File: config.mk
export PLATFORM = sky130hd
export DESIGN_NAME = tick_uart_tx
export DESIGN_NICKNAME = d
export VERILOG_FILES = /design/src/rtl/tick_uart_tx.sv
export SDC_FILE = /design/constraint.sdc
export NUM_CORES = 1
export LEC_CHECK = 0
export ABC_AREA = 1
export CAP_MARGIN = 20
export CORE_MARGIN = 2
export CORE_UTILIZATION = 45
export DETAILED_ROUTE_END_ITERATION = 8
export PLACE_DENSITY = 0.76
export SLEW_MARGIN = 30
export SYNTH_ARGS = -nofsm -noshare
export SYNTH_HDL_FRONTEND = slang
export SYNTH_SLANG_ARGS = --single-unit
File: constraint.sdc
create_clock -name clk -period 1.4 [get_ports clk]
set_clock_uncertainty 0.1 [all_clocks]
set_input_delay 0.14 -clock clk [delete_from_list [all_inputs] [get_ports clk]]
set_output_delay 0.14 -clock clk [all_outputs]
set_load 0.01 [all_outputs]
File: src/rtl/tick_uart_tx.sv
`default_nettype none
// ============================================================================
// Module   : tick_uart_tx
// Brief    : Async serial transmitter whose bit timing comes from an external
//            strobe; one start bit, DATA_W data bits LSB-first, STOP_BITS stops.
// Revision : 1.0 - initial release
// ============================================================================
module tick_uart_tx #(
    parameter int DATA_W     = 8,
    parameter int STOP_BITS  = 1,
    parameter int TICK_LEVEL = 0
) (
    input  logic              clk,
    input  logic              rst,
    input  logic              tick,
    input  logic [DATA_W-1:0] data_in,
    input  logic              valid_in,
    output logic              ready_out,
    output logic              tx,
    output logic              busy,
    output logic              done
);

    localparam int              c_cnt_w     = $clog2(DATA_W);
    localparam logic [c_cnt_w-1:0] c_last_bit = c_cnt_w'(DATA_W - 1);
    localparam logic            c_stop_last = 1'(STOP_BITS - 1);
    localparam logic            c_tick_lvl  = 1'(TICK_LEVEL);

    typedef enum logic [2:0] {
        S_IDLE  = 3'd0,
        S_ALIGN = 3'd1,
        S_START = 3'd2,
        S_DATA  = 3'd3,
        S_STOP  = 3'd4
    } state_t;

    state_t               r_state;
    state_t               w_state_nx;
    logic [DATA_W-1:0]    r_shreg;
    logic [DATA_W-1:0]    w_shreg_nx;
    logic [c_cnt_w-1:0]   r_bit_cnt;
    logic [c_cnt_w-1:0]   w_bit_cnt_nx;
    logic                 r_stop_cnt;
    logic                 w_stop_cnt_nx;
    logic                 r_tx;
    logic                 w_tx_nx;
    logic                 r_done;
    logic                 w_done_nx;
    logic                 w_strobe;

    assign w_strobe  = (tick == c_tick_lvl);
    assign ready_out = (r_state == S_IDLE);
    assign busy      = (r_state != S_IDLE);
    assign tx        = r_tx;
    assign done      = r_done;

    always_ff @(posedge clk) begin
        if (rst) begin
            r_state    <= S_IDLE;
            r_shreg    <= '0;
            r_bit_cnt  <= '0;
            r_stop_cnt <= 1'b0;
            r_tx       <= 1'b1;
            r_done     <= 1'b0;
        end else begin
            r_state    <= w_state_nx;
            r_shreg    <= w_shreg_nx;
            r_bit_cnt  <= w_bit_cnt_nx;
            r_stop_cnt <= w_stop_cnt_nx;
            r_tx       <= w_tx_nx;
            r_done     <= w_done_nx;
        end
    end

    // Every transition except acceptance waits for a strobe; otherwise hold.
    always_comb begin
        w_state_nx    = r_state;
        w_shreg_nx    = r_shreg;
        w_bit_cnt_nx  = r_bit_cnt;
        w_stop_cnt_nx = r_stop_cnt;
        w_tx_nx       = r_tx;
        w_done_nx     = 1'b0;
        case (r_state)
            S_IDLE: begin
                w_tx_nx = 1'b1;
                if (valid_in) begin
                    w_state_nx    = S_ALIGN;
                    w_shreg_nx    = data_in;
                    w_bit_cnt_nx  = '0;
                    w_stop_cnt_nx = 1'b0;
                end
            end
            S_ALIGN: begin
                if (w_strobe) begin
                    w_state_nx = S_START;
                    w_tx_nx    = 1'b0;
                end
            end
            S_START: begin
                if (w_strobe) begin
                    w_state_nx   = S_DATA;
                    w_tx_nx      = r_shreg[0];
                    w_shreg_nx   = r_shreg >> 1;
                    w_bit_cnt_nx = '0;
                end
            end
            S_DATA: begin
                if (w_strobe) begin
                    if (r_bit_cnt == c_last_bit) begin
                        // Counter parks at its terminal value instead of wrapping.
                        w_state_nx    = S_STOP;
                        w_tx_nx       = 1'b1;
                        w_stop_cnt_nx = 1'b0;
                    end else begin
                        w_bit_cnt_nx = r_bit_cnt + c_cnt_w'(1);
                        w_tx_nx      = r_shreg[0];
                        w_shreg_nx   = r_shreg >> 1;
                    end
                end
            end
            S_STOP: begin
                if (w_strobe) begin
                    if (r_stop_cnt == c_stop_last) begin
                        w_state_nx = S_IDLE;
                        w_done_nx  = 1'b1;
                        w_tx_nx    = 1'b1;
                    end else begin
                        w_stop_cnt_nx = 1'b1;
                    end
                end
            end
            default: begin
                w_state_nx = S_IDLE;
                w_tx_nx    = 1'b1;
            end
        endcase
    end

endmodule
`default_nettype wire

Yosys cells after proc, flatten, opt, wreduce, memory -nomap -nowiden
Index checks and enable logic that the tools add are counted.
{ "totals": {"register_bits": 17, "latch_bits": 0, "ram_bits": 0, "romBits": 0, "out_inout_bits": 4, "mem_count": 0} }
{ "classes": {"addsub": 1, "n_mul": 0, "div_mod_pow": 0, "n_lt_le_gt_ge": 0, "n_eq_ne": 13, "n_shift": 0, "n_mux": 32, "bitwise": 1, "reduce_logical": 9} }
{ "op_table": {"columns": ["cell", "count"], "rows": [
  ["two-way mux 3 bit", 11],
  ["two-way mux 8 bit", 4],
  ["one-hot mux 8 bit (3 select lines)", 1],
  ["!= test 2 bit, second input constant", 8],
  ["one-hot mux 3 bit (5 select lines)", 1],
  ["AND reduction 5 bit", 3],
  ["two-way mux 1 bit", 12],
  ["one-hot mux 3 bit (3 select lines)", 1],
  ["nonzero test 3 bit", 3],
  ["AND reduction 7 bit", 1],
  ["== test 3 x 2 -> 1 bit, second input constant", 2],
  ["== test 3 bit, second input constant", 2],
  ["one-hot mux 1 bit (4 select lines)", 1],
  ["adder 3 x 1 -> 3 bit, second input constant", 1],
  ["== test 3 x 1 -> 1 bit, second input constant", 1],
  ["logical NOT 3 bit", 1],
  ["one-hot mux 1 bit (3 select lines)", 1],
  ["OR reduction 3 bit", 1],
  ["NOT 1 bit", 1]
]} }

Longest topological paths before layout
Gate-level depths: netlist (run 1).
{ "logic_depth": {"word_depth": 4, "mapped_depth": 10, "depth_no_buf": 9} }

Least setup slack after synthesis (run 1)
OpenSTA, ideal clock, no wires.
{ "synth_timing": {"path_kind": "register to register", "start": "register r_bit_cnt[0]", "end": "register r_shreg[0]", "setup_ns": 0.113, "t_arrival_ns": 1.274, "path_slack_ns": -0.087, "path_stages_with_launch": 10, "path_buffers": 1, "synth_period_minus_slack_ns": 1.487, "path_cell_list": "dfxtp_1 ha_1 ha_1 inv_1 nand2_1 nand2_2 nand3_4 buf_6 nor2_1 nor2_1"} }
{ "synth_via": {"elab_chain_len": 3} }
{ "synth_rtl": {"columns": ["element", "line", "source"], "rows": [
  ["from (decl)", "41", "logic [c_cnt_w-1:0] r_bit_cnt;"],
  ["from (signal assigned)", "68", "r_bit_cnt <= w_bit_cnt_nx;"],
  ["== test 3 bit", "109", "if (r_bit_cnt == c_last_bit) begin"],
  ["!= test 2 bit (no source line)", null, null],
  ["AND reduction 5 bit (no source line)", null, null],
  ["to (signal assigned)", "67", "r_shreg <= w_shreg_nx;"],
  ["to (decl)", "39", "logic [DATA_W-1:0] r_shreg;"]
]} }
No other way between the ends.
A chain may end at the register's enable or synchronous reset.

Worst setup path after layout (run 1)
{ "layout_timing": {"start": "register r_state[2]", "end": "register r_bit_cnt[0]"} }
{ "layout_via": {"elab_chain_len": 3, "elab_cells_between_ends": 10, "cone_classes": "eq/ne (6); mux (1); reduce/logical (3)"} }
{ "layout_rtl": {"columns": ["element", "line", "source"], "rows": [
  ["from (decl)", "37", "state_t r_state;"],
  ["from (signal assigned)", "66", "r_state <= w_state_nx;"],
  ["== test 3 x 2 -> 1 bit or logical NOT 3 bit (tied branches)", "83", "case (r_state)"],
  ["!= test 2 bit (no source line) or nonzero test 3 bit (tied branches)", null, null],
  ["AND reduction 5 bit (no source line)", null, null]
]} }
Several ways; a longest one is shown, not always the timed one.

==> impl_metrics.env, run 1 <==
export IMPL_antennaDiodeCount=0
export IMPL_drv_cap=0
export IMPL_end_kind="flop"
export IMPL_grt_max_degree=16
export IMPL_antenna_found_initial=0
export IMPL_m1WireLength_mm=1.04
export IMPL_cts_root_buf="clkbuf_4"
export IMPL_rsz0062_at_grt="true"
export IMPL_setup_ws_ns=-0.0240
export IMPL_cts_hold_buffers=0
export IMPL_tns_ns=-0.0796
export IMPL_ant_nets=0
export IMPL_synth_seq_cells=16
export IMPL_comb_power_share_pct=63.6
export IMPL_setup_viol=5
export IMPL_start_util_pct=46.7
export IMPL_top_layer_used="met4"
export IMPL_seq_area_frac_synth_pct=35.7
export IMPL_crit_fanout=8
export IMPL_grt_pass1_vias=863
export IMPL_crit_arrival_ns=1.52
export IMPL_dieArea_um2=2370
export IMPL_nNetsFinal=184
export IMPL_p_leak_nw=0.643
export IMPL_slew_headroom_pct=84.5
export IMPL_die_h_um=48.7
export IMPL_vias=966
export IMPL_route_met2_wl_mm=1.15
export IMPL_max_freq_mhz=702
export IMPL_numClockSinks=16
export IMPL_netSwitchingFraction_pct=46.4
export IMPL_tightestPinTransition_ns=0.231
export IMPL_ff_latch_area_um2=332
export IMPL_drive_above_1_share_pct=30.2
export IMPL_portBuffers=15
export IMPL_pwr_share_clk_pct=10.5
export IMPL_wl_mm=2.31
export IMPL_finalPower_mw=2.97
export IMPL_multiInputGateArea_um2=574
export IMPL_drcViolationCount=0
export IMPL_dp_cells=189
export IMPL_cp_required_ns=1.50
export IMPL_die_w_um=48.7
export IMPL_overflow=0
export IMPL_internal_power_mw=1.59
export IMPL_htree_levels=1
export IMPL_grt_pass1_wl_mm=3.88
export IMPL_instances_no_fill=196
export IMPL_cts_tree="built"
export IMPL_hpwl_mm=1.46
export IMPL_path_class="flop to flop"
export IMPL_gp_congestion=0.869
export IMPL_p_per_area_nw_per_um2=2260
export IMPL_wl_met3_um=88
export IMPL_fin_hold_ws_ns=0.382
export IMPL_placed_cell_area_um2=1170
export IMPL_period_needed_ns=1.42
export IMPL_violations="negative setup slack"
export IMPL_viasPerCell=4.93
export IMPL_synth_nets=152
export IMPL_avgSynthCellArea_um2=6.50
export IMPL_rows=16
export IMPL_drtIter0Drc=23
export IMPL_hold_viol=0
export IMPL_ios=16
export IMPL_synthCells=138
export IMPL_ir_worst_vdd_uv=1770
export IMPL_cts_made_buffers=3
export IMPL_outcome="complete, but fails checks"
export IMPL_area_growth_pct=46.6
export IMPL_ys_types=23
export IMPL_fp_coreArea_um2=1920
export IMPL_finalCritPeriodShare_pct=102
export IMPL_dr_pass1_iters=4
export IMPL_finalMaxSlewViolations=0
export IMPL_clkLatencyLatePin_ns=0.29
export IMPL_track_usage_pct=20.8
export IMPL_final_cell_area_um2=1320
export IMPL_p_switching_mw=1.38
export IMPL_cts_clk_slew_worst_paths_ns=0.10
export IMPL_seqPwrFrac_pct=25.9
export IMPL_nFillCells=163
export IMPL_post_drt_wl_per_cell_um=11.8
export IMPL_synth_area_um2=897
export IMPL_cp_start_kind="flop"
export IMPL_hold_class="input pin to flop"
export IMPL_cts_buffer_depth=2
export IMPL_yosys_warnings=0
## registers in the layout, summed over array words and instances, names as in the netlist
signal / flops
r_shreg: 8
done: 1
r_bit_cnt: 3
r_state: 3
tx: 1
## worst paths after layout
check | depth (start not counted) | endpoint | slack, ns | from
min | 3 | r_shreg[7] | 0.38 | data_in[7]
max reg2reg | 8 | r_bit_cnt[0] | -0.02 | r_state[2]
max | 8 | r_bit_cnt[0] | -0.02 | r_state[2]
min reg2reg | 2 | r_shreg[7] | 0.41 | r_shreg[7]
## cell usage in the layout (no fill, tap or decap)
cell / count
nand2_1: 37
nor2_1: 26
inv_1: 11
dfxtp_1: 11
clkdlybuf4s50_1: 11
buf_4: 10
o21ai_0: 6
nand3_1: 6
nand2_2: 5
inv_2: 4
nand3_4: 3
nand2_4: 3
clkbuf_4: 3
buf_6: 3
dfxtp_2: 3
nor2_4: 2
inv_4: 2
nor2_2: 2
nand4_1: 2
o21ai_1: 2
ha_4: 2
clkbuf_2: 2
dfxtp_4: 2
nand3b_1: 1
a21oi_2: 1
nand3_2: 1
nor4_1: 1
a31oi_1: 1
or2_2: 1
o21a_1: 1
clkbuf_8: 1
dlymetal6s2s_1: 1
dlygate4sd2_1: 1
buf_12: 1
## logic make-up after synthesis
kind of cell             after synthesis  synth area share (%)
AO/OA/AOI/OAI                         11                  6.56
adder cells (fa/ha/maj)                2                  2.79
buffers and inverters                 20                  10.2
flip-flops                            16                  35.7
AND/OR/NAND/NOR                       89                  44.8
## layout make-up
type | instances | share of cell area, %
Clock buffer | 4 | 2.76
Inverter | 17 | 5.23
Multi-Input combinational cell | 103 | 43.7
Sequential cell | 16 | 25.2
Tap cell | 27 | 2.57
Timing Repair Buffer | 29 | 20.6
## repair_timing
item | in CTS | in global routing
resized for setup | 26 | 12
setup buffers | 2 | 0
pin swaps | 10 | 6
cloned | 1 | 0
endpoints found under the setup margin | 17 | 18
## cells in the mapped netlist, drive strengths merged
cell,n,area (um^2)
o21a,1,7.51
dfxtp,16,320
o21ai,8,40.0
nor4,1,6.26
nand2,45,184
buf,3,27.5
a31oi,1,6.26
nand3,9,62.6
a21oi,1,5.00
or2,1,6.26
nor2,30,123
inv,17,63.8
ha,2,25.0
nand3b,1,7.51
nand4,2,12.5
## through the flow
stage / utilization [%] / setup WS (ns)
after global routing: 68.4 / -0.110
after detailed placement: 61.1 / -0.148
final: 68.4 / -0.0240
after global placement: 61.1 / -0.0742
after floorplan: - / 0.00782
after CTS: 67.4 / -0.0293
## power groups by stage
stage          registers (mW)  logic [mW]  clock network, mW
2_1_floorplan           0.730        1.11                  0
3_3_place_gp            0.719        1.52                  0
3_5_place_dp            0.722        1.56                  0
4_1_cts                 0.746        1.81              0.316
5_1_grt                 0.792        2.12              0.343
6_report                0.769        1.89              0.313
## metal layers
metal / GRT usage [%] / vias up
met1: 27.0 / 440
met4: 7.14 / 0
li1: - / 497
met3: 3.09 / 5
met5: 0 / -
met2: 34.9 / 24
## worst max-delay path, cell delays in order (launching register included)
cell      delay [ns]
dfxtp_4         0.38
nor2_4          0.12
buf_6           0.13
nand3b_1        0.11
buf_6           0.16
nand3_4         0.12
inv_2           0.06
nor2_1          0.10
nor2_1          0.05
No activity file was read; power rests on OpenSTA's default activity.
==> run 2: changes to the inputs <==
- CORE_UTILIZATION: 45 -> 54
- PLACE_DENSITY: 0.76 -> 0.85
- clock period: 1.4 -> 1.8 ns (I/O delays scaled with it)
==> run 2 against run 1 <==
Net effect:
- the flow now finishes without violations
- worst hold slack worse by 0.0097 ns
- clock-buffer cell count did not move
- die area fell by 15%
- setup slack improved by 0.11 ns
- non-clock buffer count down 13
- utilization grew 3.7 points
- combinational power shrank 40%
- sequential share of layout area up 4.5 points
- critical path depth is 5 lower
- design area shrank 16%
==> impl_metrics.env, run 2 (same netlist as run 1, synthesis figures left out) <==
export IMPL_crit_fanout=5
export IMPL_finalMaxSlewViolations=0
export IMPL_post_drt_wl_per_cell_um=11.3
export IMPL_comb_power_share_pct=57.6
export IMPL_tns_ns=0
export IMPL_ir_worst_vdd_uv=1170
export IMPL_cts_buffer_depth=2
export IMPL_clkLatencyLatePin_ns=0.29
export IMPL_cts_clk_slew_worst_paths_ns=0.10
export IMPL_grt_pass1_wl_mm=3.19
export IMPL_cts_root_buf="clkbuf_4"
export IMPL_path_class="flop to output pin"
export IMPL_die_w_um=44.8
export IMPL_period_needed_ns=1.71
export IMPL_grt_pass1_vias=750
export IMPL_wl_mm=1.94
export IMPL_p_switching_uw=912
export IMPL_drtIter0Drc=17
export IMPL_grt_max_degree=17
export IMPL_cts_tree="built"
export IMPL_numClockSinks=16
export IMPL_netSwitchingFraction_pct=46.4
export IMPL_portBuffers=15
export IMPL_nFillCells=118
export IMPL_dr_pass1_iters=5
export IMPL_antenna_found_initial=0
export IMPL_cp_required_ns=1.52
export IMPL_cp_start_kind="flop"
export IMPL_slowest_stage="clkdlybuf4s50_1"
export IMPL_p_per_area_nw_per_um2=1790
export IMPL_rows=14
export IMPL_pwr_share_clk_pct=12.5
export IMPL_start_util_pct=58.9
export IMPL_htree_levels=1
export IMPL_internal_power_mw=1.05
export IMPL_hpwl_mm=1.31
export IMPL_hold_viol=0
export IMPL_critPathBufInv=1
export IMPL_antennaDiodeCount=0
export IMPL_busiest_layer="met2"
export IMPL_track_usage_pct=21.7
export IMPL_viasPerCell=5.24
export IMPL_cts_made_buffers=3
export IMPL_slew_headroom_pct=74.0
export IMPL_drive_above_1_share_pct=12.9
export IMPL_crit_arrival_ns=1.43
export IMPL_vias=896
export IMPL_drv_cap=0
export IMPL_use_met1_pct=26.4
export IMPL_multiInputGateArea_um2=493
export IMPL_dieArea_um2=2000
export IMPL_outcome="finished, final reports clean"
export IMPL_die_h_um=44.8
export IMPL_final_util_pct=72.2
export IMPL_mostFrequentLayoutCells="40 x nand2_1, 28 x nor2_1, 15 x inv_1"
export IMPL_gp_congestion=0.936
export IMPL_ant_nets=0
export IMPL_rsz0062_at_grt="false"
export IMPL_ff_latch_area_um2=327
export IMPL_tightestPinTransition_ns=0.390
export IMPL_finalCritPeriodShare_pct=95.3
export IMPL_final_common_cell="nand2_1"
export IMPL_fp_coreArea_um2=1520
export IMPL_end_kind="output pin"
export IMPL_nNetsFinal=170
export IMPL_grtUsageMet3_pct=4.00
export IMPL_largest_registers="r_shreg: 8 flops, r_bit_cnt: 3 flops, r_state: 3 flops"
export IMPL_max_freq_mhz=583
export IMPL_setup_ws_ns=0.0854
export IMPL_ios=16
export IMPL_crit_family="buffers and inverters"
export IMPL_drcViolationCount=0
export IMPL_path_cells="nor2_4 > nand2_2 > clkdlybuf4s50_1"
export IMPL_largest_reg_flops=8
export IMPL_setup_viol=0
export IMPL_area_growth_pct=22.6
export IMPL_seqPwrFrac_pct=30.0
export IMPL_grt_util_met2_pct=35.1
export IMPL_overflow=0
export IMPL_max_stage_delay_ns=0.48
export IMPL_regMostFlops="r_shreg"
export IMPL_pre_cts_ws_ns=0.201
export IMPL_hold_class="flop to flop"
export IMPL_p_leak_nw=0.555
[run 2: cell types whose count changed in the layout (fill, tap and decap cells not counted), moves of 3 or more]
cell,previous run,this run
buf_6,3,0
nand2_1,37,40
buf_4,10,1
clkdlybuf4s50_1,11,14
inv_1,11,15
[run 2: layout make-up]
cell class / instances / share of cell area [%]
Sequential cell: 16 / 29.7
Timing Repair Buffer: 16 / 14.6
Clock buffer: 4 / 3.30
Inverter: 17 / 5.80
Multi-Input combinational cell: 102 / 44.8
Tap cell: 16 / 1.82
[run 2: stage by stage]
step                      instance area [um^2]  power (mW)  std cells  hold slack, ns
after floorplan                            897        1.43        138           0.149
after global placement                    1040        1.62        166           0.354
after detailed placement                  1040        1.65        166           0.358
after CTS                                 1090        1.93        170           0.371
after global routing                      1100        2.16        171           0.407
final                                     1100        1.97        171           0.373
[run 2: tightest hold or removal path: stages (launching register included)]
cell     delay, ns
dfxtp_1       0.32
nand2_1       0.06
a21oi_1       0.05
[run 2: power groups by stage]
stage / sequential [mW] / clock (mW) / combinational, mW
floorplan: 0.564 / 0 / 0.870
global placement: 0.572 / 0 / 1.04
detailed placement: 0.576 / 0 / 1.07
CTS: 0.581 / 0.248 / 1.10
global route: 0.600 / 0.261 / 1.29
finish: 0.589 / 0.245 / 1.13
[run 2: worst paths after layout]
kind,startpoint,to,slack (ns),cells past startpoint
setup / recovery,r_state[2],busy,0.09,3
setup reg to reg,r_bit_cnt[0],r_bit_cnt[0],0.16,9
hold / removal,r_shreg[7],r_shreg[7],0.37,2
hold reg to reg,r_shreg[7],r_shreg[7],0.37,2
[run 2: timing repair]
item,in CTS,in global routing
buffers inserted,0,1
pin swaps,0,1
hold buffers,0,0
gates resized for setup,4,3
setup endpoints to repair,2,2
[run 2: layer usage]
| layer | share of wire (%) | up-vias |
|---|---|---|
| li1 | - | 461 |
| met1 | 45 | 400 |
| met2 | 47 | 29 |
| met3 | 5.3 | 6 |
| met4 | 1.7 | 0 |
| met5 | 0 | - |
==> run 3: changes to the inputs <==
- SETUP_SLACK_MARGIN: default -> 0.4
==> run 3 against run 2 <==
Net effect:
- sequential share of layout area shrank 2.9 points
- clock-buffer cell count did not move
- wire length up 25%
==> impl_metrics.env, run 3 (same netlist as run 1, synthesis figures left out) <==
export IMPL_p_leak_nw=0.590
export IMPL_crit_arrival_ns=1.54
export IMPL_grtUsageMet3_pct=2.40
export IMPL_rsz0062_at_grt="true"
export IMPL_comb_power_share_pct=63.2
export IMPL_mostFrequentLayoutCells="32 x nand2_1, 22 x nor2_1, 12 x inv_1"
export IMPL_numClockSinks=16
export IMPL_use_met1_pct=31.6
export IMPL_nNetsFinal=176
export IMPL_largest_reg_flops=8
export IMPL_die_w_um=44.8
export IMPL_p_switching_mw=1.11
export IMPL_hold_class="flop to flop"
export IMPL_netSwitchingFraction_pct=48.1
export IMPL_wl_mm=2.42
export IMPL_tightestPinTransition_ns=0.235
export IMPL_crit_fanout=8
export IMPL_drtIter0Drc=36
export IMPL_regMostFlops="r_shreg"
export IMPL_cp_start_kind="flop"
export IMPL_cts_root_buf="clkbuf_4"
export IMPL_drv_cap=0
export IMPL_antenna_found_initial=0
export IMPL_cts_clk_slew_worst_paths_ns=0.09
export IMPL_rows=14
export IMPL_max_freq_mhz=689
export IMPL_dieArea_um2=2000
export IMPL_ios=16
export IMPL_ff_latch_area_um2=334
export IMPL_area_growth_pct=38.8
export IMPL_seqPwrFrac_pct=26.5
export IMPL_die_h_um=44.8
export IMPL_finalPower_mw=2.31
export IMPL_grt_pass1_vias=834
export IMPL_pwr_share_clk_pct=10.3
export IMPL_path_class="flop to flop"
export IMPL_largest_registers="r_shreg: 8 flops, r_bit_cnt: 3 flops, r_state: 3 flops"
export IMPL_final_util_pct=81.7
export IMPL_vias=964
export IMPL_gp_congestion=0.804
export IMPL_final_common_cell="nand2_1"
export IMPL_overflow=0
export IMPL_antennaDiodeCount=0
export IMPL_period_needed_ns=1.45
export IMPL_viasPerCell=5.45
export IMPL_outcome="finished, final reports clean"
export IMPL_cts_made_buffers=3
export IMPL_start_util_pct=58.9
export IMPL_setup_viol=0
export IMPL_max_stage_delay_ns=0.35
export IMPL_hpwl_mm=1.39
export IMPL_portBuffers=15
export IMPL_drcViolationCount=0
export IMPL_tns_ns=0
export IMPL_cp_required_ns=1.89
export IMPL_p_per_area_nw_per_um2=1850
export IMPL_fp_coreArea_um2=1520
export IMPL_grt_util_met2_pct=42.3
export IMPL_grt_pass1_wl_mm=3.54
export IMPL_ir_worst_vdd_uv=1070
export IMPL_internal_power_mw=1.20
export IMPL_ant_nets=0
export IMPL_drive_above_1_share_pct=31.1
export IMPL_cts_tree="built"
export IMPL_slowest_stage="dfxtp_2"
export IMPL_htree_levels=1
export IMPL_nFillCells=97
export IMPL_cts_buffer_depth=2
export IMPL_finalMaxSlewViolations=0
export IMPL_grt_max_degree=16
export IMPL_track_usage_pct=24.0
export IMPL_post_drt_wl_per_cell_um=13.7
export IMPL_multiInputGateArea_um2=591
export IMPL_path_cells="ha_4 > ha_4 > inv_4 > nand2_4 > nand2_4 > nand3_4 > nor2_1 > nor2_2"
export IMPL_clkLatencyLatePin_ns=0.28
export IMPL_hold_viol=0
export IMPL_slew_headroom_pct=84.3
export IMPL_busiest_layer="met2"
export IMPL_dr_pass1_iters=5
export IMPL_finalCritPeriodShare_pct=80.7
export IMPL_end_kind="flop"
## run 3: worst max-delay path: cells and delay by family, from the launching register on
kind | cells | cell delay (ns)
AND/OR/NAND/NOR | 5 | 0.53
flip-flops | 1 | 0.35
buffers and inverters | 1 | 0.05
adder cells (fa/ha/maj) | 2 | 0.33
## run 3: final timing paths
check,startpoint,to,slack [ns],cells after the start
max,r_bit_cnt[0],r_shreg[3],0.35,8
min,r_shreg[7],r_shreg[7],0.41,2
max reg2reg,r_bit_cnt[0],r_shreg[3],0.35,8
min reg2reg,r_shreg[7],r_shreg[7],0.41,2
## run 3: layout make-up
type                    instances  area share, %
inverters                      17           5.73
multi-input cells             103           47.4
flip-flops and latches         16           26.8
well taps                      16           1.61
repair buffers                 21           15.5
clock buffers                   4           2.91
## run 3: stage by stage
stage | setup slack, ns | cells | hold slack [ns] | area (um^2)
3_3_place_gp | 0.250 | 167 | 0.355 | 1060
5_1_grt | 0.269 | 177 | 0.416 | 1240
6_report | 0.348 | 177 | 0.410 | 1240
3_5_place_dp | 0.191 | 167 | 0.369 | 1060
4_1_cts | 0.374 | 175 | 0.383 | 1180
2_1_floorplan | 0.408 | 138 | 0.149 | 915
## run 3: what timing repair did
item                       CTS  global route
hold buffers                 0             0
hold endpoints to repair     0             0
cloned                       1             0
gates resized for setup     20            30
pin swaps                    2             9
setup endpoints to repair   16            17
buffers inserted             3             2
## run 3: power groups by stage
stage / clock [mW] / combinational, mW / sequential (mW)
floorplan: 0 / 0.867 / 0.567
global placement: 0 / 1.04 / 0.574
detailed placement: 0 / 1.07 / 0.583
CTS: 0.239 / 1.20 / 0.597
global route: 0.255 / 1.63 / 0.621
finish: 0.237 / 1.46 / 0.611
## run 3: routing by layer
layer  up-vias  wire (um)
met4         0         65
li1        473          -
met3        10        223
met5         -          0
met2        57       1150
met1       424        982
==> RTL change (config.mk and constraints of run 3) <==
The 5 states of `state_t` get a one-hot encoding in 5 bits.
--- a/src/rtl/tick_uart_tx.sv
+++ b/src/rtl/tick_uart_tx.sv
@@ -26,12 +26,12 @@
     localparam logic            c_stop_last = 1'(STOP_BITS - 1);
     localparam logic            c_tick_lvl  = 1'(TICK_LEVEL);
 
-    typedef enum logic [2:0] {
-        S_IDLE  = 3'd0,
-        S_ALIGN = 3'd1,
-        S_START = 3'd2,
-        S_DATA  = 3'd3,
-        S_STOP  = 3'd4
+    typedef enum logic [4:0] {
+        S_IDLE  = 5'b00001,
+        S_ALIGN = 5'b00010,
+        S_START = 5'b00100,
+        S_DATA  = 5'b01000,
+        S_STOP  = 5'b10000
     } state_t;
 
     state_t               r_state;
Check against the original RTL: same outputs for any inputs over 10 cycles, from zero or initial values and one cycle with rst high; not proved beyond that.
==> RTL change against run 3 <==
Largest cell class unchanged. Synthesized cell count grew 16%. Largest power group unchanged. Power grew 41%. Wire length is 58% higher. Core utilization rose by 5.7 points. Worst setup slack got worse by 0.20 ns. Count of clock-buffer cells in the layout shrank 1. Area after synthesis increased by 17%. Sequential cell count rose by 2. Cell area rose by 25%. Combinational power increased by 60%. First-iteration DRC count rose by 47%. Clock power shrank 15%.
==> RTL change: results (changes against run 3) <==
- Placed Instances: 197 (was 167)
- Largest net degree at the start of global routing: 15 (was 16)
- Status: finished clean (unchanged)
- Rel. slew slack: 71.92% (was 84.30%)
- GR Util met3: 11.11% (was 2.400%)
- Placed instance area: 1284 um^2 (was 1065 um^2)
- CP endpoint: r_shreg[4] (was r_shreg[3])
- Post-Route WL: 3818 um (was 2418 um)
- First-pass GRT wire length: 5306 um (was 3539 um)
- Max VDD drop: 1.300 mV (was 1.068 mV)
- Fill cells: 89 (was 97)
- Wl on met1: 1408 um (was 982 um)
- Worst Setup Slack, final: 0.1484 ns (was 0.3480 ns)
- Most frequent cells after synthesis: nand2_1 (39), nor2_1 (28), inv_1 (22) (was nand2_1 (41), nor2_1 (28), dfxtp_1 (16))
- Worst R2R Path Depth: 9 (was 8)
- Share of post-route cells with drive strength above 1: 34.03% (was 31.06%)
- Synth Net Count: 174 (was 152)
- Sequential area share after synthesis: 34.24% (was 35.70%)
- Leak: 0.7334 nW (was 0.5898 nW)
- CP Data Arrival Time: 1.76 ns (was 1.54 ns)
- Tot GR Track Use: 33.51% (was 24.01%)
- DR WL met2: 1808 um (was 1146 um)
- Largest registers: r_shreg x8, r_state x5, r_bit_cnt x3 (was r_shreg x8, r_bit_cnt x3, r_state x3)
- Post-Place Setup Slack: -0.02695 ns (was 0.1913 ns)
- Vias per inst: 6.023 (was 5.446)
- Synth area leaders: dfxtp_1 (34%), nand2_1 (14%), nor2_1 (10%), inv_1 (7.8%), nand3_1 (5.7%) (was dfxtp_1 (36%), nand2_1 (17%), nor2_1 (12%), inv_1 (6.3%), o21ai_0 (4.5%))
- Vias: 1301 (was 964)
- DR WL met3: 435 um (was 223 um)
- Yosys cell types: 21 (was 23)
- Met2 GRT Util: 56.32% (was 42.32%)
- Initial DRC count: 53 (was 36)
- Cells after Synth: 160 (was 138)
## RTL change: where the power goes
| group | internal, mW | switching, mW | leakage, nW | total (mW) |
|---|---|---|---|---|
| clock network | 0.0781 | 0.124 | 0.0138 | 0.202 |
| registers | 0.575 | 0.138 | 0.151 | 0.713 |
| logic | 0.881 | 1.45 | 0.568 | 2.33 |
| total | 1.53 | 1.71 | 0.733 | 3.25 |
## RTL change: final cells by class
cell class	count	area (um^2)	share of cell area, %
sequential	18	376.6	24.18
tap	25	31.28	2.008
inverter	25	103.9	6.667
clock buffer	3	22.52	1.446
multi-input combinational	116	758.2	48.67
timing repair buffer	29	265.3	17.03
## RTL change: critical path: stages, from the launching register on
cell	delay [ns]
dfxtp_4	0.38
nor2_4	0.11
buf_4	0.15
nand4_1	0.20
nand2_2	0.19
inv_4	0.08
nand3_4	0.10
nand2_1	0.09
nand2_1	0.10
nor2_1	0.05
## RTL change: how the worst min path moves through the flow
stage | from | slack [ns] | end
after global routing | tick | 0.33 | done
after global placement | r_shreg[7] | 0.36 | r_shreg[7]
after detailed placement | r_shreg[7] | 0.36 | r_shreg[7]
after CTS | r_shreg[7] | 0.37 | r_shreg[7]
after floorplan | rst | 0.14 | r_state[1]
final | tick | 0.31 | done
## RTL change: cell families (layout without fill, tap and decap cells)
group           Yosys count  after routing  synth area share (%)
fa+ha+maj                 2              2                 2.378
flops                    18             18                 34.25
simple gates             97            100                 43.40
compound gates           14             14                 7.015
buf+inv                  29             57                 12.96
## RTL change: timing repair
item / 4_1_cts / 5_1_grt
cloned: 3 / 0
resized for setup: 30 / 16
endpoints found under the hold margin: 0 / 0
pin swaps: 7 / 6
endpoints found under the setup margin: 21 / 19
buffers inserted: 9 / 4
